$ cat src/rtl/maze_pkg.sv
// Shared maze geometry and player FSM encoding for the ROM arbiter.
// Cell index is x + y*MAZE_W.
package maze_pkg;
  localparam int MAZE_W = 48;
  localparam int MAZE_H = 48;
  localparam int MAZE_ADDR_W = 12;
  localparam logic [MAZE_ADDR_W-1:0] END_ADDR = 12'd2110;

  typedef enum logic [1:0] {
    P_IDLE = 2'd0,
    P_WAIT = 2'd1,
    P_DATA = 2'd2
  } p_state_t;
endpackage

$ cat src/rtl/rom_tag_pipe.sv
// Owner tags travelling alongside an in-flight ROM read.
// Depth equals ROM latency so the tag exits with the data.
module rom_tag_pipe #(
  parameter int LAT = 1
) (
  input  logic div_clk,
  input  logic rst,
  input  logic in_v,
  input  logic in_p,
  output logic out_v,
  output logic out_p
);
  logic [LAT-1:0] v_sr;
  logic [LAT-1:0] p_sr;

  always_ff @(posedge div_clk) begin
    if (rst) begin
      v_sr <= '0;
      p_sr <= '0;
    end else begin
      v_sr[0] <= in_v;
      p_sr[0] <= in_p;
      for (int i = 1; i < LAT; i++) begin
        v_sr[i] <= v_sr[i-1];
        p_sr[i] <= p_sr[i-1];
      end
    end
  end

  assign out_v = v_sr[LAT-1];
  assign out_p = p_sr[LAT-1];
endmodule

$ cat src/rtl/maze_rom_arbiter.sv
// Shares one maze ROM between video fetch and player lookups.
// Video has priority; a starvation counter bounds player wait.
module maze_rom_arbiter
  import maze_pkg::*;
#(
  parameter int ADDR_W = MAZE_ADDR_W,
  parameter int DATA_W = 1,
  parameter int ROM_LAT = 1,
  parameter int STARVE_LIMIT = 8
) (
  input  logic              div_clk,
  input  logic              rst,
  input  logic              vid_req,
  input  logic [ADDR_W-1:0] vid_addr,
  output logic [DATA_W-1:0] vid_q,
  output logic              vid_valid,
  output logic              vid_stall,
  input  logic              pl_req,
  input  logic [ADDR_W-1:0] pl_addr,
  output logic              pl_busy,
  output logic              pl_done,
  output logic [DATA_W-1:0] pl_q,
  output logic [ADDR_W-1:0] rom_addr,
  input  logic [DATA_W-1:0] rom_q
);
  localparam int CNT_W = $clog2(STARVE_LIMIT + 1);
  localparam logic [CNT_W-1:0] LIMIT = CNT_W'(STARVE_LIMIT);

  p_state_t          state;
  logic [ADDR_W-1:0] p_addr;
  logic [ADDR_W-1:0] last_addr;
  logic [CNT_W-1:0]  wait_cnt;
  logic              grant_p;
  logic              grant_v;
  logic              tag_v;
  logic              tag_p;

  assign grant_p = !rst && (state == P_WAIT)
                && (!vid_req || wait_cnt == LIMIT);
  assign grant_v = !rst && vid_req && !grant_p;
  assign vid_stall = vid_req && grant_p;

  // busy covers the done cycle so it stays high across chained requests
  assign pl_busy = (state != P_IDLE) || pl_done;

  always_comb begin
    rom_addr = last_addr;
    unique case (1'b1)
      rst:     rom_addr = '0;
      grant_p: rom_addr = p_addr;
      grant_v: rom_addr = vid_addr;
      default: ;
    endcase
  end

  always_ff @(posedge div_clk) begin
    if (rst) last_addr <= '0;
    else     last_addr <= rom_addr;
  end

  rom_tag_pipe #(
    .LAT(ROM_LAT)
  ) u_tags (
    .div_clk(div_clk),
    .rst    (rst),
    .in_v   (grant_v),
    .in_p   (grant_p),
    .out_v  (tag_v),
    .out_p  (tag_p)
  );

  always_ff @(posedge div_clk) begin
    if (rst) begin
      vid_q     <= '0;
      vid_valid <= 1'b0;
    end else begin
      vid_valid <= tag_v;
      if (tag_v) vid_q <= rom_q;
    end
  end

  always_ff @(posedge div_clk) begin
    if (rst) begin
      state    <= P_IDLE;
      wait_cnt <= '0;
      p_addr   <= '0;
      pl_q     <= '0;
      pl_done  <= 1'b0;
    end else begin
      pl_done <= 1'b0;
      unique case (state)
        P_IDLE: begin
          if (pl_req) begin
            p_addr   <= pl_addr;
            wait_cnt <= '0;
            state    <= P_WAIT;
          end
        end
        P_WAIT: begin
          if (grant_p)
            state <= P_DATA;
          else if (wait_cnt != LIMIT)
            wait_cnt <= wait_cnt + CNT_W'(1);
        end
        P_DATA: begin
          if (tag_p) begin
            pl_q    <= rom_q;
            pl_done <= 1'b1;
            state   <= P_IDLE;
          end
        end
        default: state <= P_IDLE;
      endcase
    end
  end
endmodule
$ cat config.mk
export PLATFORM = sky130hd
export DESIGN_NAME = maze_rom_arbiter
export DESIGN_NICKNAME = d
export VERILOG_FILES = /design/src/rtl/maze_pkg.sv /design/src/rtl/rom_tag_pipe.sv /design/src/rtl/maze_rom_arbiter.sv
export SDC_FILE = /design/constraint.sdc
export NUM_CORES = 1
export LEC_CHECK = 0
export ABC_AREA = 1
export CORE_UTILIZATION = 46
export DETAILED_ROUTE_END_ITERATION = 16
export GPL_ROUTABILITY_DRIVEN = 0
export PLACE_DENSITY_LB_ADDON = 0.25
export SYNTH_ARGS = -nofsm -noshare
export SYNTH_HDL_FRONTEND = slang
export SYNTH_SLANG_ARGS = --single-unit
export TNS_END_PERCENT = 20
$ cat constraint.sdc
create_clock -name div_clk -period 1.8 [get_ports div_clk]
set_input_delay 0.18 -clock div_clk [delete_from_list [all_inputs] [get_ports div_clk]]
set_output_delay 0.18 -clock div_clk [all_outputs]
set_load 0.01 [all_outputs]
==> impl_metrics.tcl <==
set metrics [dict create \
    combPwrFrac 0.222 \
    swShare 0.266 \
    critPathBufInv 5 \
    async_flop_share 0 \
    p_int_w 0.00145 \
    pin_count 47 \
    p_leak_nw 1.26 \
    clkPwrFrac 0.329 \
    slew_headroom 0.734 \
    required_ns 1.62 \
    die_w_um 60.7 \
    htree_num_levels 2 \
    yosysMostFrequentCell "nand2_1" \
    synth_top_family_by_area "simple AND/OR/NAND/NOR gates" \
    cts.sink_count 36 \
    placeableCoreArea_mm2 0.00315 \
    yosysTopAreaCell "dfxtp_1" \
    synthToLayoutAreaGrowth_pct 62.7 \
    crit_chain "inv_2, ha_4, nand3_4, nand2_4, nand2_4, nand3_4, inv_6, buf_12, buf_6, nand2_4, nand3_2, buf_6" \
    tritoncts "done" \
    seqPwrFrac 0.449 \
    grt_pass1_vias 1730 \
    synthAdderAreaFrac 0.0158 \
    drt-initial-drc-count 58 \
    row_count 20 \
    post-route-period-util 1.09 \
    p_sw_w 0.000525 \
    ant_nets 0 \
    finClkSkew_ns 0.0111 \
    cp.arrival_ns 1.79 \
    diodes 0 \
    yosys.area.top_type_share 0.455 \
    cp_top_family "buffers and inverters" \
    avgRoutedWirePerCell_um 14.7 \
    worst_slack_ns -0.168 \
    die_h_um 60.7 \
    synth_edf_count 0 \
    postSynthCellCount 206 \
    place_area_mm2 0.00226 \
    status "finished, violations left" \
    cp_max_fo 5 \
    vdd_ir_drop_max_mv 0.451 \
    grt_pass1_wl_um 7780 \
    wirelength_um 4890 \
    synthFlopType "dfxtp_1" \
    powerDensity_mw_per_mm2 765 \
    ys_seq_area_frac 0.455 \
    grt_antenna_before_repair 0 \
    cts_root_buf "clkbuf_4" \
    hp-class "primary input to flip-flop" \
    drv_slew 0 \
    synth_commonest_cells "46 x nand2_1, 36 x dfxtp_1, 34 x nor2_1" \
    yosys_warnings 0 \
    ys_ff_latch 36 \
    stdcell_area_mm2 0.00258 \
    start_util 0.503 \
    crit_type "flip-flop to output port" \
    cts.clk_slew.worst_paths_ns 0.11 \
    synth_cell_type_count 24 \
    tightest_slew_ns 0.398 \
    fmax_ghz 0.508 \
    final_util 0.818 \
    dp_hpwl_um 2780 \
    vias 1740 \
    dr.pass1.iters 4 \
    grt_usage 0.298 \
    rsz0062_at_grt "true" \
    critPathMaxStageDelay_ns 0.34 \
    die_area_mm2 0.00369 \
    finalSetupViolCount 13 \
    tns_ns -0.741 \
    hold_violations 0 \
    numPortBuffers 46 \
    p_total_w 0.00197 \
    clockBufferDepth 2 \
    synth-simple-area-share 0.384 \
    startpoint_type "flip-flop" \
    syn_area_mm2 0.00159 \
    avgViaCountPerCell 5.21 \
    place_inst 313 \
    crit_slowest_cell "dfxtp_2" \
    syn_area_per_cell_um2 7.70 \
    grt_max_degree 15 \
    end_kind "output port" \
    numCtsBuffers 5 \
    synthMuxAreaShare 0 \
    synthXorXnorAreaFrac 0.00552 \
    final.min_clock_period_ns 1.97 \
    instances_no_fill 334 \
    synth_compound_area_frac 0.0805 \
    fin_nets 320 \
    synth_area_leaders "dfxtp_1 45%, nand2_1 11%, nand3_1 8.8%" \
    drcViolationCount 0 \
    drive_gt1_frac 0.334 \
    cap_violations 0 \
    cpMostUsedCell "nand2_4" \
    clk_latency_ns 0.36 \
    hold_buffers 0 \
    synth_nets 237 \
    grt_overflow 0 \
    failed_checks "negative setup slack" \
]
## per-stage QoR
step / hold WS, ns / setup slack (ns)
floorplan: 0.289 / 0.285
global placement: 0.445 / -0.315
detailed placement: 0.443 / -0.390
CTS: 0.408 / -0.139
global route: 0.414 / -0.249
finish: 0.414 / -0.168
## power by group through the flow
stage	logic [W]	clock network (W)	registers, W
2_1_floorplan	0.000173	0	0.000896
3_3_place_gp	0.000363	0	0.000895
3_5_place_dp	0.000370	0	0.000898
4_1_cts	0.000421	0.000653	0.000881
5_1_grt	0.000475	0.000691	0.000891
6_report	0.000439	0.000649	0.000885
## routing by layer
layer / up-vias / GRT usage / wire (µm)
met2: 84 / 0.504 / 2430
met4: 0 / 0.179 / 178
li1: 836 / - / -
met5: - / 0 / 0
met3: 18 / 0.113 / 347
met1: 802 / 0.315 / 1940
## worst reg2reg max path, cell delays in order, from the launching register on
cell,delay [ns]
dfxtp_2,0.34
inv_2,0.06
ha_4,0.15
nand3_4,0.09
nand2_4,0.08
nand2_4,0.06
buf_4,0.13
buf_4,0.13
buf_4,0.15
nand2_1,0.14
nand2_1,0.07
a21oi_1,0.15
## cells in the final DEF, fill, tap and decap left out, types with 3 or more instances in the layout
cell type	netlist	final
nand2_1	46	42
nor2_1	34	34
clkdlybuf4s50_1	0	33
dfxtp_1	36	33
buf_4	1	32
nand3_1	28	17
o21ai_0	13	13
buf_6	0	13
nand2_4	10	11
nand3_2	2	11
inv_1	9	7
a21oi_1	6	6
clkbuf_4	0	5
inv_2	3	4
nand2_2	1	4
buf_12	1	3
dfxtp_2	0	3
## timing repair
item                       CTS  global route
setup buffers               10             4
cloned                       1             0
pin swaps                    5             2
gates resized for setup     92             1
setup endpoints to repair   13            14
## cells by family after synthesis
kind of cell | Yosys count
flops | 36
fa+ha+maj | 2
simple gates | 125
compound gates | 23
buf+inv | 19
xor+xnor | 1
## flip-flops by register name, indices dropped and copies added, names as in the netlist
name	count
pl_q	1
state	2
last_addr	12
vid_valid	1
u_tags.out_v	1
wait_cnt	4
u_tags.out_p	1
p_addr	12
vid_q	1
pl_done	1
## path summary, 6_finish.rpt
path | startpoint | to | slack (ns) | depth (start not counted)
setup reg to reg | wait_cnt[1] | wait_cnt[1] | 0.18 | 11
setup / recovery | wait_cnt[1] | rom_addr[11] | -0.17 | 12
hold reg to reg | u_tags.out_v | vid_valid | 0.47 | 2
hold / removal | vid_addr[4] | last_addr[4] | 0.41 | 3
## cell type report
type                       instances  area (µm²)
clock buffer                       7        65.1
clock inverter                     1        30.0
fill                             203         573
inverter                          12        50.0
multi-input combinational        151         868
sequential                        36         724
tap                               44        55.1
timing repair buffer              83         787
Power figures use the tool's default switching activity.
